$ cat src/rtl/cart_pkg.sv
// Shared types and constants for the cartridge download path.
// Bank-scheme codes match the detector's det_force_bs encoding.
package cart_pkg;

    localparam int CART_AW = 25;

    typedef enum logic [2:0] {
        IDLE,
        LOAD,
        WRITE,
        SETTLE,
        COMMIT
    } state_t;

    localparam logic [3:0] BS_NONE = 4'h0;
    localparam logic [3:0] BS_F8   = 4'h1;
    localparam logic [3:0] BS_F6   = 4'h2;
    localparam logic [3:0] BS_F4   = 4'h3;
    localparam logic [3:0] BS_E0   = 4'h4;
    localparam logic [3:0] BS_3F   = 4'h5;
    localparam logic [3:0] BS_FE   = 4'h6;
    localparam logic [3:0] BS_E7   = 4'h7;

endpackage

$ cat src/rtl/cart_load_ctrl_dl_edge.sv
// Rise/fall detector on the qualified download signal.
// Edges are combinational against a single registered copy.
module dl_edge (
    input  logic clk_sys,
    input  logic reset,
    input  logic dl,
    output logic rise,
    output logic fall
);

    logic dl_q;

    always_ff @(posedge clk_sys) begin
        if (reset) dl_q <= 1'b0;
        else       dl_q <= dl;
    end

    assign rise = dl & ~dl_q;
    assign fall = ~dl & dl_q;

endmodule

$ cat src/rtl/cart_load_ctrl.sv
// ROM download sequencer: HPS ioctl -> cart RAM, detector feed,
// core reset hold and commit of detected bank scheme and size.
module cart_load_ctrl
    import cart_pkg::*;
#(
    parameter logic [7:0] ROM_INDEX     = 8'h00,
    parameter int         MAX_SIZE      = 65536,
    parameter int         SETTLE_CYCLES = 4
) (
    input  logic        clk_sys,
    input  logic        reset,
    input  logic        ioctl_download,
    input  logic        ioctl_wr,
    input  logic [24:0] ioctl_addr,
    input  logic [7:0]  ioctl_dout,
    input  logic [7:0]  ioctl_index,
    output logic        ioctl_wait,
    output logic [24:0] mem_addr,
    output logic [7:0]  mem_din,
    output logic        mem_we,
    input  logic        mem_ack,
    output logic        det_enable,
    output logic [12:0] det_addr,
    output logic [7:0]  det_data,
    input  logic [3:0]  det_force_bs,
    input  logic        det_sc,
    output logic [24:0] cart_size,
    output logic [3:0]  bs,
    output logic        sc,
    output logic        cart_valid,
    output logic        overflow,
    output logic        core_reset
);

    localparam int CW = (SETTLE_CYCLES > 1) ? $clog2(SETTLE_CYCLES) : 1;
    localparam logic [CW-1:0] SETTLE_INIT = CW'(SETTLE_CYCLES - 1);
    localparam logic [CART_AW:0] MAX_L = (CART_AW+1)'(MAX_SIZE);

    state_t state, state_nx;

    logic          dl, rise, fall;
    logic          in_range, accept, drop;
    logic [24:0]   addr_p1;
    logic          det_q, fall_pend;
    logic [CW-1:0] cnt;

    assign dl = ioctl_download & (ioctl_index == ROM_INDEX);

    dl_edge u_dl_edge (
        .clk_sys (clk_sys),
        .reset   (reset),
        .dl      (dl),
        .rise    (rise),
        .fall    (fall)
    );

    assign in_range = {1'b0, ioctl_addr} < MAX_L;
    assign accept   = (state == LOAD) & ioctl_wr & in_range;
    assign drop     = (state == LOAD) & ioctl_wr & ~in_range;
    assign addr_p1  = ioctl_addr + 25'd1;

    always_ff @(posedge clk_sys) begin
        if (reset) state <= IDLE;
        else       state <= state_nx;
    end

    // A byte arriving with the fall wins; the fall is replayed after its ack.
    always_comb begin
        state_nx = state;
        unique case (state)
            IDLE:    if (rise) state_nx = LOAD;
            LOAD: begin
                if (accept)    state_nx = WRITE;
                else if (fall) state_nx = SETTLE;
            end
            WRITE: begin
                if (mem_ack)
                    state_nx = (fall_pend | fall) ? SETTLE : LOAD;
            end
            SETTLE:  if (cnt == '0) state_nx = COMMIT;
            COMMIT:  state_nx = IDLE;
            default: state_nx = IDLE;
        endcase
    end

    always_comb begin
        mem_we     = (state == WRITE);
        ioctl_wait = (state == WRITE);
        det_enable = det_q;
    end

    assign det_addr = mem_addr[12:0];
    assign det_data = mem_din;

    always_ff @(posedge clk_sys) begin
        if (reset) begin
            mem_addr   <= '0;
            mem_din    <= '0;
            det_q      <= 1'b0;
            fall_pend  <= 1'b0;
            cnt        <= '0;
            cart_size  <= '0;
            bs         <= BS_NONE;
            sc         <= 1'b0;
            cart_valid <= 1'b0;
            overflow   <= 1'b0;
            core_reset <= 1'b1;
        end else begin
            det_q <= accept;
            if (state == IDLE && rise) begin
                cart_size  <= '0;
                overflow   <= 1'b0;
                cart_valid <= 1'b0;
                bs         <= BS_NONE;
                sc         <= 1'b0;
                core_reset <= 1'b1;
            end
            if (accept) begin
                mem_addr <= ioctl_addr;
                mem_din  <= ioctl_dout;
                if (addr_p1 > cart_size) cart_size <= addr_p1;
            end
            if (drop) overflow <= 1'b1;
            if (state == WRITE) fall_pend <= fall_pend | fall;
            else                fall_pend <= accept & fall;
            if (state != SETTLE)  cnt <= SETTLE_INIT;
            else if (cnt != '0)   cnt <= cnt - 1'b1;
            if (state == COMMIT && cart_size != '0) begin
                bs         <= det_force_bs;
                sc         <= det_sc;
                cart_valid <= 1'b1;
                core_reset <= 1'b0;
            end
        end
    end

endmodule

$ cat config.mk
export PLATFORM = sky130hd
export DESIGN_NAME = cart_load_ctrl
export DESIGN_NICKNAME = d
export VERILOG_FILES = /design/src/rtl/cart_pkg.sv /design/src/rtl/cart_load_ctrl_dl_edge.sv /design/src/rtl/cart_load_ctrl.sv
export SDC_FILE = /design/constraint.sdc
export NUM_CORES = 1
export LEC_CHECK = 0
export CORE_AREA = 3 3 89 91
export DETAILED_ROUTE_END_ITERATION = 8
export DIE_AREA = 0 0 92 94
export DONT_BUFFER_PORTS = 1
export PLACE_DENSITY = 0.73
export SLEW_MARGIN = 20
export SYNTH_ARGS = -nofsm -noshare
export SYNTH_HDL_FRONTEND = slang
export SYNTH_SLANG_ARGS = --single-unit
$ cat constraint.sdc
create_clock -name clk_sys -period 3.55 [get_ports clk_sys]
set_clock_uncertainty 0.05 [all_clocks]
set_input_delay 0.71 -clock clk_sys [delete_from_list [all_inputs] [get_ports clk_sys]]
set_output_delay 0.71 -clock clk_sys [all_outputs]
set_load 0.03 [all_outputs]
==> out/results.ini <==
[synth]
yosysSeqAreaShare_pct=36.8
yosys-top-cells-area=dfxtp_1 (37%), ha_1 (8.4%), nand2_1 (7.4%), a21oi_1 (5.3%), mux2i_1 (4.2%)
syn_nets=569
async_flop_share_pct=0
synth_edf_count=0
yosys.area.top_type=dfxtp_1
netlist_instances=491
syn_avg_cell_area_um2=8.20
synthTopCellsByCount=nand2_1 (79), dfxtp_1 (74), a21oi_1 (43), inv_1 (34), nor2_1 (30)
synth-seq-cells=74
ys_types=45
yosysMostFrequentCell=nand2_1
yosysTopAreaCellShare_pct=36.8
ys.flop_type=dfxtp_1
synth_area_mm2=0.00403
yosysWarnings=0

[power]
p_comb_share_pct=6.3
switchingPower_mw=0.352
p_int_mw=1.14
p_leak_nw=1.50
pwr-share-seq_pct=55.5
p_clk_share_pct=38.1
sw_frac_of_total_pct=23.5
power.density_mw_per_mm2=360
ir_drop_mv=0.224

[final_layout]
syn2layout_area_growth_pct=3.17
regArea_mm2=0.00148
nets=548
drive_above_1_share_pct=7.37
nFillCells=691
fin_cells=574
diodes=0
finish.utilization_pct=57.6
fin_area_mm2=0.00415
multi_input_area_mm2=0.00217

[floorplanning]
start_util_pct=55.8
die_h_um=94
ios=141
rows=31
die_w_um=92
core_area_mm2=0.00721
dieArea_mm2=0.00865

[worst_setup_path]
arrival_ps=3390
r2r_start=cart_size[24]
path_class=primary input to flop
start_kind=primary input
reg2reg_depth=9
crit_required_ps=3770
rrSetupSlack_ps=1000
critical_path.max_fanout=16
worst_r2r_endpoint=cart_size[14]
endpoint_kind=flop

[global_route]
grt_max_degree=61
grt_pass1_vias=3094
track_usage_pct=21.7
antenna_found_initial=0
grt_overflow=0
grt_pass1_wl_um=14900

[timing]
fin_tns_setup_ps=0
setup_violations=0
rsz0062_at_grt=no
period_needed_ps=3170
worst-slew-pin-transition_ps=863
slew_headroom_pct=42.2
report.final.slew_viol_count=0
fmax_mhz=316
finalHoldViolCount=0
fin_crit_sh_pct=89.3

[route]
ant_nets=0
drt_iter0_drc=154
vias=3225
viasPerCell=5.62
wl_per_cell_um=16.5
firstDrtPassIters=4
wl_um=9470
post-route-drc-count=0

[clocking]
htree_num_levels=3
cts_sinks=74
holdBufCountCts=0
path_clk_slew_ps=70
cts_tree=yes
cts_resized=0
clk_latency_ps=350
cts_buffers=9
cts.path.max_buffers=2
clockRootBuffer=clkbuf_8
post_cts_buffers=0

[worst_hold_path]
hold_end=cart_valid
whs_path_depth=1
hold_path_class=primary input to flop
min_from=reset

[place]
placed_cell_area_mm2=0.00399
numPortBuffers=0
place_inst=558
place_congestion=0.885
dp_hpwl_um=7200

[status]
status=finished, final reports clean

[run]
max_cap_violations=0

-- logic make-up after synthesis --
kind of cell | after synthesis | share of synthesized area [%]
simple gates | 207 | 25.8
compound gates | 65 | 9.64
mux | 18 | 4.51
fa+ha+maj | 27 | 8.39
buf+inv | 76 | 9.60
xor+xnor | 24 | 5.22
flops | 74 | 36.8
-- cell type report --
cell class | instances | area share, %
Tap cell | 99 | 2.98
Multi-Input combinational cell | 341 | 52.2
Timing Repair Buffer | 10 | 2.11
Inverter | 34 | 3.07
Clock buffer | 13 | 3.59
Clock inverter | 3 | 0.362
Sequential cell | 74 | 35.7
-- registers in the layout, indices dropped and copies added (netlist names) --
name,flops
bs,4
u_dl_edge.dl_q,1
cart_size,25
core_reset,1
fall_pend,1
det_data,8
det_enable,1
mem_addr,25
cnt,2
cart_valid,1
state,3
overflow,1
sc,1
-- worst max path at each step --
stage | start | end | depth (start not counted)
after global placement | ioctl_addr[6] | cart_size[3] | 12
after detailed placement | ioctl_addr[6] | cart_size[4] | 13
after floorplan | ioctl_addr[2] | cart_size[10] | 13
after CTS | ioctl_addr[6] | cart_size[10] | 13
after global routing | ioctl_addr[6] | cart_size[4] | 13
final | ioctl_addr[6] | cart_size[14] | 13
-- critical path, cell delays in order --
cell	delay, ps
and4_1	240
nand3_2	150
nor3_4	300
nand4_1	140
xnor2_1	150
ha_1	310
nand4_1	120
or2_2	350
a211oi_1	210
nor4_1	130
a21oi_4	200
buf_12	190
mux2i_1	200
-- stage by stage --
step	total power, mW	hold WS [ps]	worst slack [ps]
after floorplan	0.932	396	46.5
after global placement	0.941	410	128
after detailed placement	0.945	420	40.4
after CTS	1.51	364	381
after global routing	1.56	362	155
final	1.50	376	381
-- layout by cell type, fill, tap and decap left out, types with 10 or more instances in the layout --
cell       n
nand2_1   79
xnor2_1   12
a21oi_1   43
mux2i_1   17
nand2b_1  19
xor2_1    12
nor2_1    30
ha_1      27
nor3_1    16
clkbuf_8  10
nand3_1   13
dfxtp_1   74
nand4_1   11
inv_1     34
-- power by group through the flow --
| stage | combinational (mW) | sequential [mW] | clock, mW |
|---|---|---|---|
| floorplan | 0.0815 | 0.851 | 0 |
| global placement | 0.0904 | 0.851 | 0 |
| detailed placement | 0.0944 | 0.851 | 0 |
| CTS | 0.0952 | 0.831 | 0.586 |
| global route | 0.107 | 0.831 | 0.622 |
| finish | 0.0945 | 0.831 | 0.571 |
-- metal layers --
| metal | share of wire (%) | GRT usage, % | up-vias |
|---|---|---|---|
| li1 | - | - | 1588 |
| met1 | 41 | 25.8 | 1500 |
| met2 | 49 | 37.0 | 127 |
| met3 | 9.3 | 7.37 | 10 |
| met4 | 1.2 | 6.81 | 0 |
| met5 | 0 | 0 | - |
No activity file was read; power rests on OpenSTA's default activity.
